## config.mk

```make
export PLATFORM = sky130hd
export DESIGN_NAME = jb_prach_fft_gain_ctrl_flat
export DESIGN_NICKNAME = d
export VERILOG_FILES = /design/src/rtl/jb_prach_fft_gain_ctrl_pkg.sv /design/src/rtl/jb_prach_fft_gain_ctrl_if.sv /design/src/rtl/jb_prach_fft_gain_ctrl_table.sv /design/src/rtl/jb_prach_fft_gain_ctrl.sv /design/src/flat_wrapper.sv
export SDC_FILE = /design/constraint.sdc
export NUM_CORES = 1
export LEC_CHECK = 0
export BUFFER_PORTS_ARGS = -buffer_cell sky130_fd_sc_hd__buf_2
export CAP_MARGIN = 20
export CELL_PAD_IN_SITES_DETAIL_PLACEMENT = 1
export CELL_PAD_IN_SITES_GLOBAL_PLACEMENT = 2
export CORE_MARGIN = 10
export CORE_UTILIZATION = 35
export CTS_CLUSTER_DIAMETER = 100
export DETAILED_ROUTE_END_ITERATION = 8
export PLACE_DENSITY = 0.75
export SYNTH_ARGS = -nofsm -noshare
export SYNTH_HDL_FRONTEND = slang
export SYNTH_SLANG_ARGS = --single-unit
```

## constraint.sdc

```tcl
create_clock -name clk -period 5.84 [get_ports clk]
set_clock_uncertainty 0.15 [all_clocks]
set_input_delay 0.292 -clock clk [delete_from_list [all_inputs] [get_ports clk]]
set_output_delay 0.292 -clock clk [all_outputs]
set_load 0.05 [all_outputs]
```

## src/rtl/jb_prach_fft_gain_ctrl_pkg.sv

```systemverilog
// -----------------------------------------------------------------------------
// jb_prach_gain_pkg
// Shared types and constants for the PRACH FFT gain controller.
//   gain_t        : {sign, scalar, fraction} gain word driven to the multiplier
//   GAIN_DEF_6DB  : default gain for 20/10 MHz carriers
//   GAIN_DEF_3DB  : default gain for the other bandwidth codes
//   state_t       : commit scheduler states
//   default_gain_for_bw() : reset gain selected from the ch_bw code; only used
//   when JB_PRACH_GAIN_BW_DEFAULT_EN is defined.
// -----------------------------------------------------------------------------
package jb_prach_gain_pkg;

    localparam int PKG_USR_ID_BW = 2;
    localparam int PKG_PRECISION = 16;
    localparam int PKG_SCALER_BW = 4;

    localparam logic [3:0] CH_BW_20MHZ = 4'b0000;
    localparam logic [3:0] CH_BW_10MHZ = 4'b0001;

    typedef struct packed {
        logic                     sign;      // 0 = shift left, 1 = shift right
        logic [PKG_SCALER_BW-1:0] scalar;
        logic [PKG_PRECISION-1:0] fraction;
    } gain_t;

    localparam gain_t GAIN_DEF_6DB = '{sign: 1'b0, scalar: PKG_SCALER_BW'(2), fraction: PKG_PRECISION'('h809C)};
    localparam gain_t GAIN_DEF_3DB = '{sign: 1'b0, scalar: PKG_SCALER_BW'(1), fraction: PKG_PRECISION'('hB573)};

    typedef enum logic [1:0] {
        IDLE    = 2'd0,
        PENDING = 2'd1,
        APPLY   = 2'd2
    } state_t;

    // 20 and 10 MHz carriers get the 6 dB default, everything else 3 dB.
    function automatic gain_t default_gain_for_bw(input logic [3:0] ch_bw);
        if (ch_bw == CH_BW_20MHZ || ch_bw == CH_BW_10MHZ) begin
            return GAIN_DEF_6DB;
        end
        return GAIN_DEF_3DB;
    endfunction

endpackage

```

## src/rtl/jb_prach_fft_gain_ctrl_if.sv

```systemverilog
// -----------------------------------------------------------------------------
// jb_prach_fft_gain_ctrl_if
// Bundles the stream snoop, the software configuration port and the gain
// outputs of jb_prach_fft_gain_ctrl.
//   mon_*        : snoop of the AXI4-stream feeding the IQ gain multiplier
//   cfg_wr_*     : shadow table write port
//   cfg_commit   : shadow-to-active copy request; cfg_busy / cfg_done status
//   gain_*       : gain inputs of the multiplier
// Modports: master = stream/software side, slave = gain controller.
// -----------------------------------------------------------------------------
interface jb_prach_fft_gain_ctrl_if
    import jb_prach_gain_pkg::*;
#(
    parameter int USR_ID_BW      = PKG_USR_ID_BW,
    parameter int PRECISION      = PKG_PRECISION,
    parameter int GAIN_SCALER_BW = PKG_SCALER_BW
);
    logic                      mon_tvalid;
    logic                      mon_tready;
    logic                      mon_tlast;
    logic [USR_ID_BW-1:0]      mon_tuser;

    logic                      cfg_wr_en;
    logic [USR_ID_BW-1:0]      cfg_wr_addr;
    logic                      cfg_wr_sign;
    logic [GAIN_SCALER_BW-1:0] cfg_wr_scalar;
    logic [PRECISION-1:0]      cfg_wr_fraction;
    logic                      cfg_commit;
    logic                      cfg_busy;
    logic                      cfg_done;

    logic                      gain_scalar_sign;
    logic [GAIN_SCALER_BW-1:0] gain_scalar;
    logic [PRECISION-1:0]      gain_fraction;

    modport master (
        output mon_tvalid, mon_tready, mon_tlast, mon_tuser,
        output cfg_wr_en, cfg_wr_addr, cfg_wr_sign, cfg_wr_scalar, cfg_wr_fraction,
        output cfg_commit,
        input  cfg_busy, cfg_done,
        input  gain_scalar_sign, gain_scalar, gain_fraction
    );

    modport slave (
        input  mon_tvalid, mon_tready, mon_tlast, mon_tuser,
        input  cfg_wr_en, cfg_wr_addr, cfg_wr_sign, cfg_wr_scalar, cfg_wr_fraction,
        input  cfg_commit,
        output cfg_busy, cfg_done,
        output gain_scalar_sign, gain_scalar, gain_fraction
    );

endinterface

```

## src/rtl/jb_prach_fft_gain_ctrl_table.sv

```systemverilog
// -----------------------------------------------------------------------------
// jb_prach_gain_table
// Dual-bank (shadow / active) gain register file, one word per carrier.
//   clk, reset              : clock, synchronous active-high reset
//   def_*                   : value loaded into every entry of both banks on reset
//   wr_en/wr_addr/wr_*      : shadow write port
//   copy                    : bulk copy of the whole shadow bank into active
//   rd_addr / rd_*          : active word as it will stand after this edge
//                             (shadow content when copy is high), so a register
//                             sampling it tracks the active bank with no lag
// A write and a copy in the same cycle copy the pre-write shadow content.
// -----------------------------------------------------------------------------
module jb_prach_gain_table
    import jb_prach_gain_pkg::*;
#(
    parameter int ID_BW     = PKG_USR_ID_BW,
    parameter int FRAC_BW   = PKG_PRECISION,
    parameter int SCALER_BW = PKG_SCALER_BW
) (
    input  logic                 clk,
    input  logic                 reset,
    input  logic                 def_sign,
    input  logic [SCALER_BW-1:0] def_scalar,
    input  logic [FRAC_BW-1:0]   def_fraction,
    input  logic                 wr_en,
    input  logic [ID_BW-1:0]     wr_addr,
    input  logic                 wr_sign,
    input  logic [SCALER_BW-1:0] wr_scalar,
    input  logic [FRAC_BW-1:0]   wr_fraction,
    input  logic                 copy,
    input  logic [ID_BW-1:0]     rd_addr,
    output logic                 rd_sign,
    output logic [SCALER_BW-1:0] rd_scalar,
    output logic [FRAC_BW-1:0]   rd_fraction
);
    localparam int DEPTH   = 2 ** ID_BW;
    localparam int WORD_BW = 1 + SCALER_BW + FRAC_BW;

    logic [DEPTH-1:0][WORD_BW-1:0] shadow;
    logic [DEPTH-1:0][WORD_BW-1:0] active;
    logic [WORD_BW-1:0]            def_word;
    logic [WORD_BW-1:0]            wr_word;
    logic [WORD_BW-1:0]            rd_word;

    assign def_word = {def_sign, def_scalar, def_fraction};
    assign wr_word  = {wr_sign, wr_scalar, wr_fraction};

    // NOTE: this table is tiny and its reset content is functional (the
    // multiplier must see a valid gain right after reset), so both banks are
    // reset as flops; a large RAM would not be reset this way.
    // NOTE: sequential state uses non-blocking assignments so the copy reads
    // the shadow value from before this edge's write, independent of order.
    always_ff @(posedge clk) begin
        if (reset) begin
            shadow <= {DEPTH{def_word}};
            active <= {DEPTH{def_word}};
        end else begin
            if (wr_en) begin
                shadow[wr_addr] <= wr_word;
            end
            if (copy) begin
                active <= shadow;
            end
        end
    end

    assign rd_word = copy ? shadow[rd_addr] : active[rd_addr];
    assign {rd_sign, rd_scalar, rd_fraction} = rd_word;

endmodule

```

## src/rtl/jb_prach_fft_gain_ctrl.sv

```systemverilog
// -----------------------------------------------------------------------------
// jb_prach_fft_gain_ctrl
// Per-carrier gain scheduler for the PRACH FFT gain stage. Tracks packets on
// the snooped multiplier input stream, drives the multiplier gain with the
// active entry of the in-flight carrier, and commits software shadow writes
// to the active bank only between packets.
// Ports:
//   clk, reset : clock, synchronous active-high reset
//   clk_en     : global enable, all state holds while low
//   ch_bw      : bandwidth code, selects reset defaults (sampled during reset)
//   bus        : jb_prach_fft_gain_ctrl_if.slave (snoop, config, gain outputs)
// Build option: JB_PRACH_GAIN_BW_DEFAULT_EN selects reset defaults from ch_bw;
// without it every entry resets to the 6 dB gain and ch_bw is unused.
// -----------------------------------------------------------------------------
module jb_prach_fft_gain_ctrl
    import jb_prach_gain_pkg::*;
#(
    parameter int USR_ID_BW      = PKG_USR_ID_BW,
    parameter int PRECISION      = PKG_PRECISION,
    parameter int GAIN_SCALER_BW = PKG_SCALER_BW
) (
    input  logic       clk,
    input  logic       reset,
    input  logic       clk_en,
    input  logic [3:0] ch_bw,
    jb_prach_fft_gain_ctrl_if.slave bus
);
    state_t                    state;
    logic                      in_pkt;
    logic [USR_ID_BW-1:0]      cur_id;
    logic                      beat_acc;
    logic                      sop;
    logic [USR_ID_BW-1:0]      next_id;
    logic                      tbl_wr_en;
    logic                      tbl_copy;
    gain_t                     reset_gain;
    logic                      rd_sign;
    logic [GAIN_SCALER_BW-1:0] rd_scalar;
    logic [PRECISION-1:0]      rd_fraction;

`ifdef JB_PRACH_GAIN_BW_DEFAULT_EN
    assign reset_gain = default_gain_for_bw(ch_bw);
`else
    logic unused_ch_bw;
    assign reset_gain   = GAIN_DEF_6DB;
    assign unused_ch_bw = ^ch_bw;
`endif

    assign beat_acc  = clk_en & bus.mon_tvalid & bus.mon_tready;
    assign sop       = beat_acc & ~in_pkt;
    // Carrier the outputs must show after this edge: a new packet's ID takes
    // effect right away so the gain lands one cycle after the SOP beat.
    assign next_id   = sop ? bus.mon_tuser : cur_id;
    assign tbl_wr_en = clk_en & bus.cfg_wr_en;
    assign tbl_copy  = clk_en & (state == APPLY);

    jb_prach_gain_table #(
        .ID_BW     (USR_ID_BW),
        .FRAC_BW   (PRECISION),
        .SCALER_BW (GAIN_SCALER_BW)
    ) u_table (
        .clk          (clk),
        .reset        (reset),
        .def_sign     (reset_gain.sign),
        .def_scalar   (GAIN_SCALER_BW'(reset_gain.scalar)),
        .def_fraction (PRECISION'(reset_gain.fraction)),
        .wr_en        (tbl_wr_en),
        .wr_addr      (bus.cfg_wr_addr),
        .wr_sign      (bus.cfg_wr_sign),
        .wr_scalar    (bus.cfg_wr_scalar),
        .wr_fraction  (bus.cfg_wr_fraction),
        .copy         (tbl_copy),
        .rd_addr      (next_id),
        .rd_sign      (rd_sign),
        .rd_scalar    (rd_scalar),
        .rd_fraction  (rd_fraction)
    );

    // Packet tracker: a tlast beat always closes the packet, so a single-beat
    // packet never leaves in_pkt set.
    always_ff @(posedge clk) begin
        if (reset) begin
            in_pkt <= 1'b0;
            cur_id <= '0;
        end else if (beat_acc) begin
            in_pkt <= ~bus.mon_tlast;
            if (sop) begin
                cur_id <= bus.mon_tuser;
            end
        end
    end

    // Commit scheduler. cfg_commit is only looked at in IDLE, which absorbs
    // repeated requests while one is pending or being applied.
    always_ff @(posedge clk) begin
        if (reset) begin
            state        <= IDLE;
            bus.cfg_busy <= 1'b0;
            bus.cfg_done <= 1'b0;
        end else if (clk_en) begin
            bus.cfg_done <= 1'b0;
            case (state)
                IDLE: begin
                    if (bus.cfg_commit) begin
                        state        <= PENDING;
                        bus.cfg_busy <= 1'b1;
                    end
                end
                PENDING: begin
                    // A SOP this cycle means a packet is starting: keep waiting.
                    if (!in_pkt && !sop) begin
                        state        <= APPLY;
                        bus.cfg_done <= 1'b1;
                    end
                end
                APPLY: begin
                    state        <= IDLE;
                    bus.cfg_busy <= 1'b0;
                end
                default: begin
                    state        <= IDLE;
                    bus.cfg_busy <= 1'b0;
                end
            endcase
        end
    end

    // Gain output registers follow active[cur_id].
    always_ff @(posedge clk) begin
        if (reset) begin
            bus.gain_scalar_sign <= reset_gain.sign;
            bus.gain_scalar      <= GAIN_SCALER_BW'(reset_gain.scalar);
            bus.gain_fraction    <= PRECISION'(reset_gain.fraction);
        end else if (clk_en) begin
            bus.gain_scalar_sign <= rd_sign;
            bus.gain_scalar      <= rd_scalar;
            bus.gain_fraction    <= rd_fraction;
        end
    end

endmodule

```

## src/flat_wrapper.sv

```systemverilog
// flat-port wrapper written by rule: the top's interface ports become plain ports
module jb_prach_fft_gain_ctrl_flat import jb_prach_gain_pkg::*;
#(
    parameter int USR_ID_BW      = PKG_USR_ID_BW,
    parameter int PRECISION      = PKG_PRECISION,
    parameter int GAIN_SCALER_BW = PKG_SCALER_BW
)
  (clk, reset, clk_en, ch_bw, bus_mon_tvalid, bus_mon_tready, bus_mon_tlast, bus_mon_tuser, bus_cfg_wr_en, bus_cfg_wr_addr, bus_cfg_wr_sign, bus_cfg_wr_scalar, bus_cfg_wr_fraction, bus_cfg_commit, bus_cfg_busy, bus_cfg_done, bus_gain_scalar_sign, bus_gain_scalar, bus_gain_fraction);
  jb_prach_fft_gain_ctrl_if #(.USR_ID_BW(USR_ID_BW), .PRECISION(PRECISION), .GAIN_SCALER_BW(GAIN_SCALER_BW)) bus_i ();
  input  logic clk;
  input  logic reset;
  input  logic clk_en;
  input  logic [3:0] ch_bw;
  input wire logic [$bits(bus_i.mon_tvalid)-1:0] bus_mon_tvalid;
  input wire logic [$bits(bus_i.mon_tready)-1:0] bus_mon_tready;
  input wire logic [$bits(bus_i.mon_tlast)-1:0] bus_mon_tlast;
  input wire logic [$bits(bus_i.mon_tuser)-1:0] bus_mon_tuser;
  input wire logic [$bits(bus_i.cfg_wr_en)-1:0] bus_cfg_wr_en;
  input wire logic [$bits(bus_i.cfg_wr_addr)-1:0] bus_cfg_wr_addr;
  input wire logic [$bits(bus_i.cfg_wr_sign)-1:0] bus_cfg_wr_sign;
  input wire logic [$bits(bus_i.cfg_wr_scalar)-1:0] bus_cfg_wr_scalar;
  input wire logic [$bits(bus_i.cfg_wr_fraction)-1:0] bus_cfg_wr_fraction;
  input wire logic [$bits(bus_i.cfg_commit)-1:0] bus_cfg_commit;
  output wire logic [$bits(bus_i.cfg_busy)-1:0] bus_cfg_busy;
  output wire logic [$bits(bus_i.cfg_done)-1:0] bus_cfg_done;
  output wire logic [$bits(bus_i.gain_scalar_sign)-1:0] bus_gain_scalar_sign;
  output wire logic [$bits(bus_i.gain_scalar)-1:0] bus_gain_scalar;
  output wire logic [$bits(bus_i.gain_fraction)-1:0] bus_gain_fraction;
  assign bus_i.mon_tvalid = bus_mon_tvalid;
  assign bus_i.mon_tready = bus_mon_tready;
  assign bus_i.mon_tlast = bus_mon_tlast;
  assign bus_i.mon_tuser = bus_mon_tuser;
  assign bus_i.cfg_wr_en = bus_cfg_wr_en;
  assign bus_i.cfg_wr_addr = bus_cfg_wr_addr;
  assign bus_i.cfg_wr_sign = bus_cfg_wr_sign;
  assign bus_i.cfg_wr_scalar = bus_cfg_wr_scalar;
  assign bus_i.cfg_wr_fraction = bus_cfg_wr_fraction;
  assign bus_i.cfg_commit = bus_cfg_commit;
  assign bus_cfg_busy = bus_i.cfg_busy;
  assign bus_cfg_done = bus_i.cfg_done;
  assign bus_gain_scalar_sign = bus_i.gain_scalar_sign;
  assign bus_gain_scalar = bus_i.gain_scalar;
  assign bus_gain_fraction = bus_i.gain_fraction;
  jb_prach_fft_gain_ctrl #(.USR_ID_BW(USR_ID_BW), .PRECISION(PRECISION), .GAIN_SCALER_BW(GAIN_SCALER_BW)) u_core (.clk(clk), .reset(reset), .clk_en(clk_en), .ch_bw(ch_bw), .bus(bus_i));
endmodule
```

==> results.md <==
| Item | Reported |
|---|---|
| Top cells by instance count after synthesis | nand2_1 (434), dfxtp_1 (196), a21oi_1 (149) |
| DRC violation count after routing | 0 |
| Count of yosys warnings during synthesis | 0 |
| Finished layout cell area | 9550 um^2 |
| Headroom to the max-slew limit | 27.6% |
| Area delta synth->final | 15.7% |
| Reg-to-reg setup timing slack | 3.01 ns |
| CTS tree | done |
| Placement Rows | 56 |
| Initial core utilization | 35.3% |
| Hold crit path type | input pin to flop |
| Aggregate global routing overflow | 0 |
| Launch point of the critical path | u_core.in_pkt$_SDFFE_PP0P_ |
| Dominant cells by area after synthesis | dfxtp_1 (48%), nand2_1 (20%), a21oi_1 (9.0%) |
| Async S/R FF share, synth | 0% |
| Category of the most critical setup path | flop to flop |
| Maximum fanout count along the critical path | 19 |
| H-Tree Level Count | 4 |
| Die Span Y | 174 um |
| Core ar. | 23,300 um^2 |
| Maximum clock insertion buffer count | 2 |
| Crit path capture | u_core.bus.gain_fraction[8]$_SDFFE_PP0P_ |
| Critical Path End Type | flop |
| Outcome | finished clean |
| Die footprint | 30,100 um^2 |
| Cell count of the worst hold path | 3 |
| Post-synth cell types | 36 |
| Most common cell in the netlist | nand2_1 |
| Global-route total usage across every layer | 17.6% |
| Fraction of post-synthesis cell area in the top cell type by area | 47.6% |
| Achievable clock frequency | 353 MHz |
| Sum of negative setup slack | 0 ns |
| Buffers added on ports | 55 |
| Post-synth top area cell | dfxtp_1 |
| Boundary pin count | 60 |
| Vias per inst | 5.18 |
| Area of all sequential standard cells | 3920 um^2 |
| Ys flop type | dfxtp_1 |
| Number of enable-type register cells in the synthesized netlist | 0 |
| Gates resized, CTS repair | 0 |
| Routability Congestion | 0.724 |
| Largest net degree at the start of global routing | 150 |
| Placed cell area | 8750 um^2 |
| Post-Syn Instances | 1,041 |
| Launch point of the worst reg-to-reg path | u_core.in_pkt$_SDFFE_PP0P_ |
| Maximum Capacitance Violations | 0 |
| Power density normalized to cell area | 290 nW/um^2 |
| Static Leakage | 3.54 nW |
| Clock edge transition at the registers on the reported setup and hold paths | 0.08 ns |
| Measured slew at the worst slew-check pin | 1.08 ns |
| Clock period minus final worst setup slack | 2.83 ns |
| IR drop worst, VDD | 0.000134 V |
| Required time worst endpoint | 5.99 ns |
| Multi-input logic area | 3950 um^2 |
| Antenna diodes | 0 |
| Filler-free cell count of the finished design | 1,408 |
| Arrival time at the worst endpoint | 2.98 ns |
| CTS buffer count | 17 |
| Wire length of the first global-routing pass | 42,000 um |
| Clock tree root driver cell | clkbuf_16 |
| Number of failing hold endpoints at the final stage | 0 |
| Endpoints failing setup | 0 |
| Count of pins over their slew limit | 0 |
| Sequential element share of the synthesized area | 47.6% |
| HPWL Detailed | 15,800 um |
| Number of detailed-route iterations in the first pass | 5 |
| Fin crit share | 48.4% |
| # nets final | 1,114 |
| Horizontal die dimension | 174 um |
| Type of element launching the critical path | flop |
| Total power after layout | 2.77 mW |
| Synth Register Bits | 196 |
| Register-to-Register Path Depth | 6 |
| Clock latency reported for the late side of the worst-skew pair | 0.44 ns |
| DRT iter0 DRCs | 523 |
| Routed via count | 7,291 |
| Cell Area, Synth | 8250 um^2 |
| Reg2Reg Capture Point | u_core.bus.gain_fraction[8]$_SDFFE_PP0P_ |
| Net count after synthesis | 1,078 |
| Share of final-layout standard cells stronger than drive strength 1 | 11.4% |
| Sum of routed wire length over all layers | 26,800 um |
| Remaining antenna violation count after routing | 0 |
| Mean post-synth cell area | 7.92 um^2 |
| Filler Cell Count | 2,823 |
| Unrepaired setup endpoints after global routing | false |
| Initial antenna violation count | 0 |
| Placed Cells | 1,357 |
| Via count of the first global-routing pass | 7,250 |
| Post-detailed-route wirelength per cell | 19.0 um |
| Clock tree sinks | 196 |
kinds of logic after synthesis:
| kind of cell | count (synthesis) | share of synthesized area, % |
|---|---|---|
| AND/OR/NAND/NOR | 543 | 28.2 |
| buffers and inverters | 81 | 4.66 |
| multiplexers | 34 | 7.05 |
| flip-flops | 196 | 47.6 |
| AO/OA/AOI/OAI | 187 | 12.5 |
registers in the layout, summed over array words and instances, names as in the netlist:
register and count:
u_core.bus.cfg_busy 1, u_core.u_table.active 84, u_core.state 2, u_core.bus.gain_fraction 16, u_core.cur_id 2, u_core.bus.gain_scalar_sign 1
u_core.bus.gain_scalar 4, u_core.bus.cfg_done 1, u_core.u_table.shadow 84, u_core.in_pkt 1
cell type report:
cell class | instances | area share, %
clock buffers | 17 | 4.46
repair buffers | 96 | 7.17
multi-input cells | 764 | 41.4
clock inverters | 14 | 1.61
inverters | 2 | 0.0786
flip-flops and latches | 196 | 41.1
well taps | 319 | 4.18
metal layers:
layer	wire length (um)	GRT usage (%)
met1	14300	26.1
met2	11300	25.9
met3	1030	3.01
met4	227	4.06
met5	0	0
stage by stage:
step                hold slack, ns  utilization (%)  worst slack [ns]
floorplan                    0.263                -              3.60
global placement             0.289             37.4              2.83
detailed placement           0.296             37.5              2.82
CTS                       0.000885             40.7              2.95
global route                0.0157             40.9              2.83
finish                      0.0217             40.9              3.01
layout by cell type (no fill, tap or decap), types with 5 or more instances in the layout:
cell | Yosys | final
a21oi_1 | 149 | 149
a31oi_1 | 5 | 5
buf_2 | 8 | 54
buf_4 | 1 | 18
clkbuf_16 | 0 | 17
clkinvlp_4 | 0 | 6
dfxtp_1 | 196 | 196
dlygate4sd3_1 | 0 | 19
mux2i_1 | 15 | 15
mux4_1 | 7 | 7
mux4_2 | 8 | 8
nand2_1 | 434 | 434
nand3_1 | 34 | 34
nand3b_1 | 49 | 49
nor2_1 | 11 | 10
o2111ai_1 | 15 | 15
o22ai_1 | 8 | 8
power breakdown:
group	switching, mW	internal, mW	total [mW]
clock	0.549	0.634	1.18
combinational	0.141	0.0683	0.210
sequential	0.0181	1.36	1.38
critical path, stage by stage (launching register included):
cell,delay (ns)
dfxtp_1,0.32
nand4b_4,0.29
mux2i_4,0.57
buf_4,0.40
mux4_2,0.54
o2111ai_1,0.30
a21oi_1,0.12
timing repair:
item | in CTS | in global routing
setup buffers | 0 | 0
endpoints found under the hold margin | 68 | 13
hold buffers | 18 | 1
how the worst min path moves through the flow:
stage / endpoint / slack [ns] / start
final: u_core.u_table.shadow[21]$_SDFFE_PP0P_ / 0.02 / bus_cfg_wr_fraction[0]
after detailed placement: u_core.u_table.active[63]$_SDFFE_PP0N_ / 0.30 / u_core.u_table.active[63]$_SDFFE_PP0N_
after global placement: u_core.u_table.active[47]$_SDFFE_PP0N_ / 0.29 / u_core.u_table.active[47]$_SDFFE_PP0N_
after global routing: u_core.u_table.shadow[42]$_SDFFE_PP0P_ / 0.02 / bus_cfg_wr_fraction[0]
after CTS: u_core.u_table.shadow[21]$_SDFFE_PP0P_ / 0.0009 / bus_cfg_wr_fraction[0]
after floorplan: u_core.u_table.shadow[15]$_SDFFE_PP1P_ / 0.26 / bus_cfg_wr_fraction[15]
Note: power is estimated with default switching activity, not from simulation.
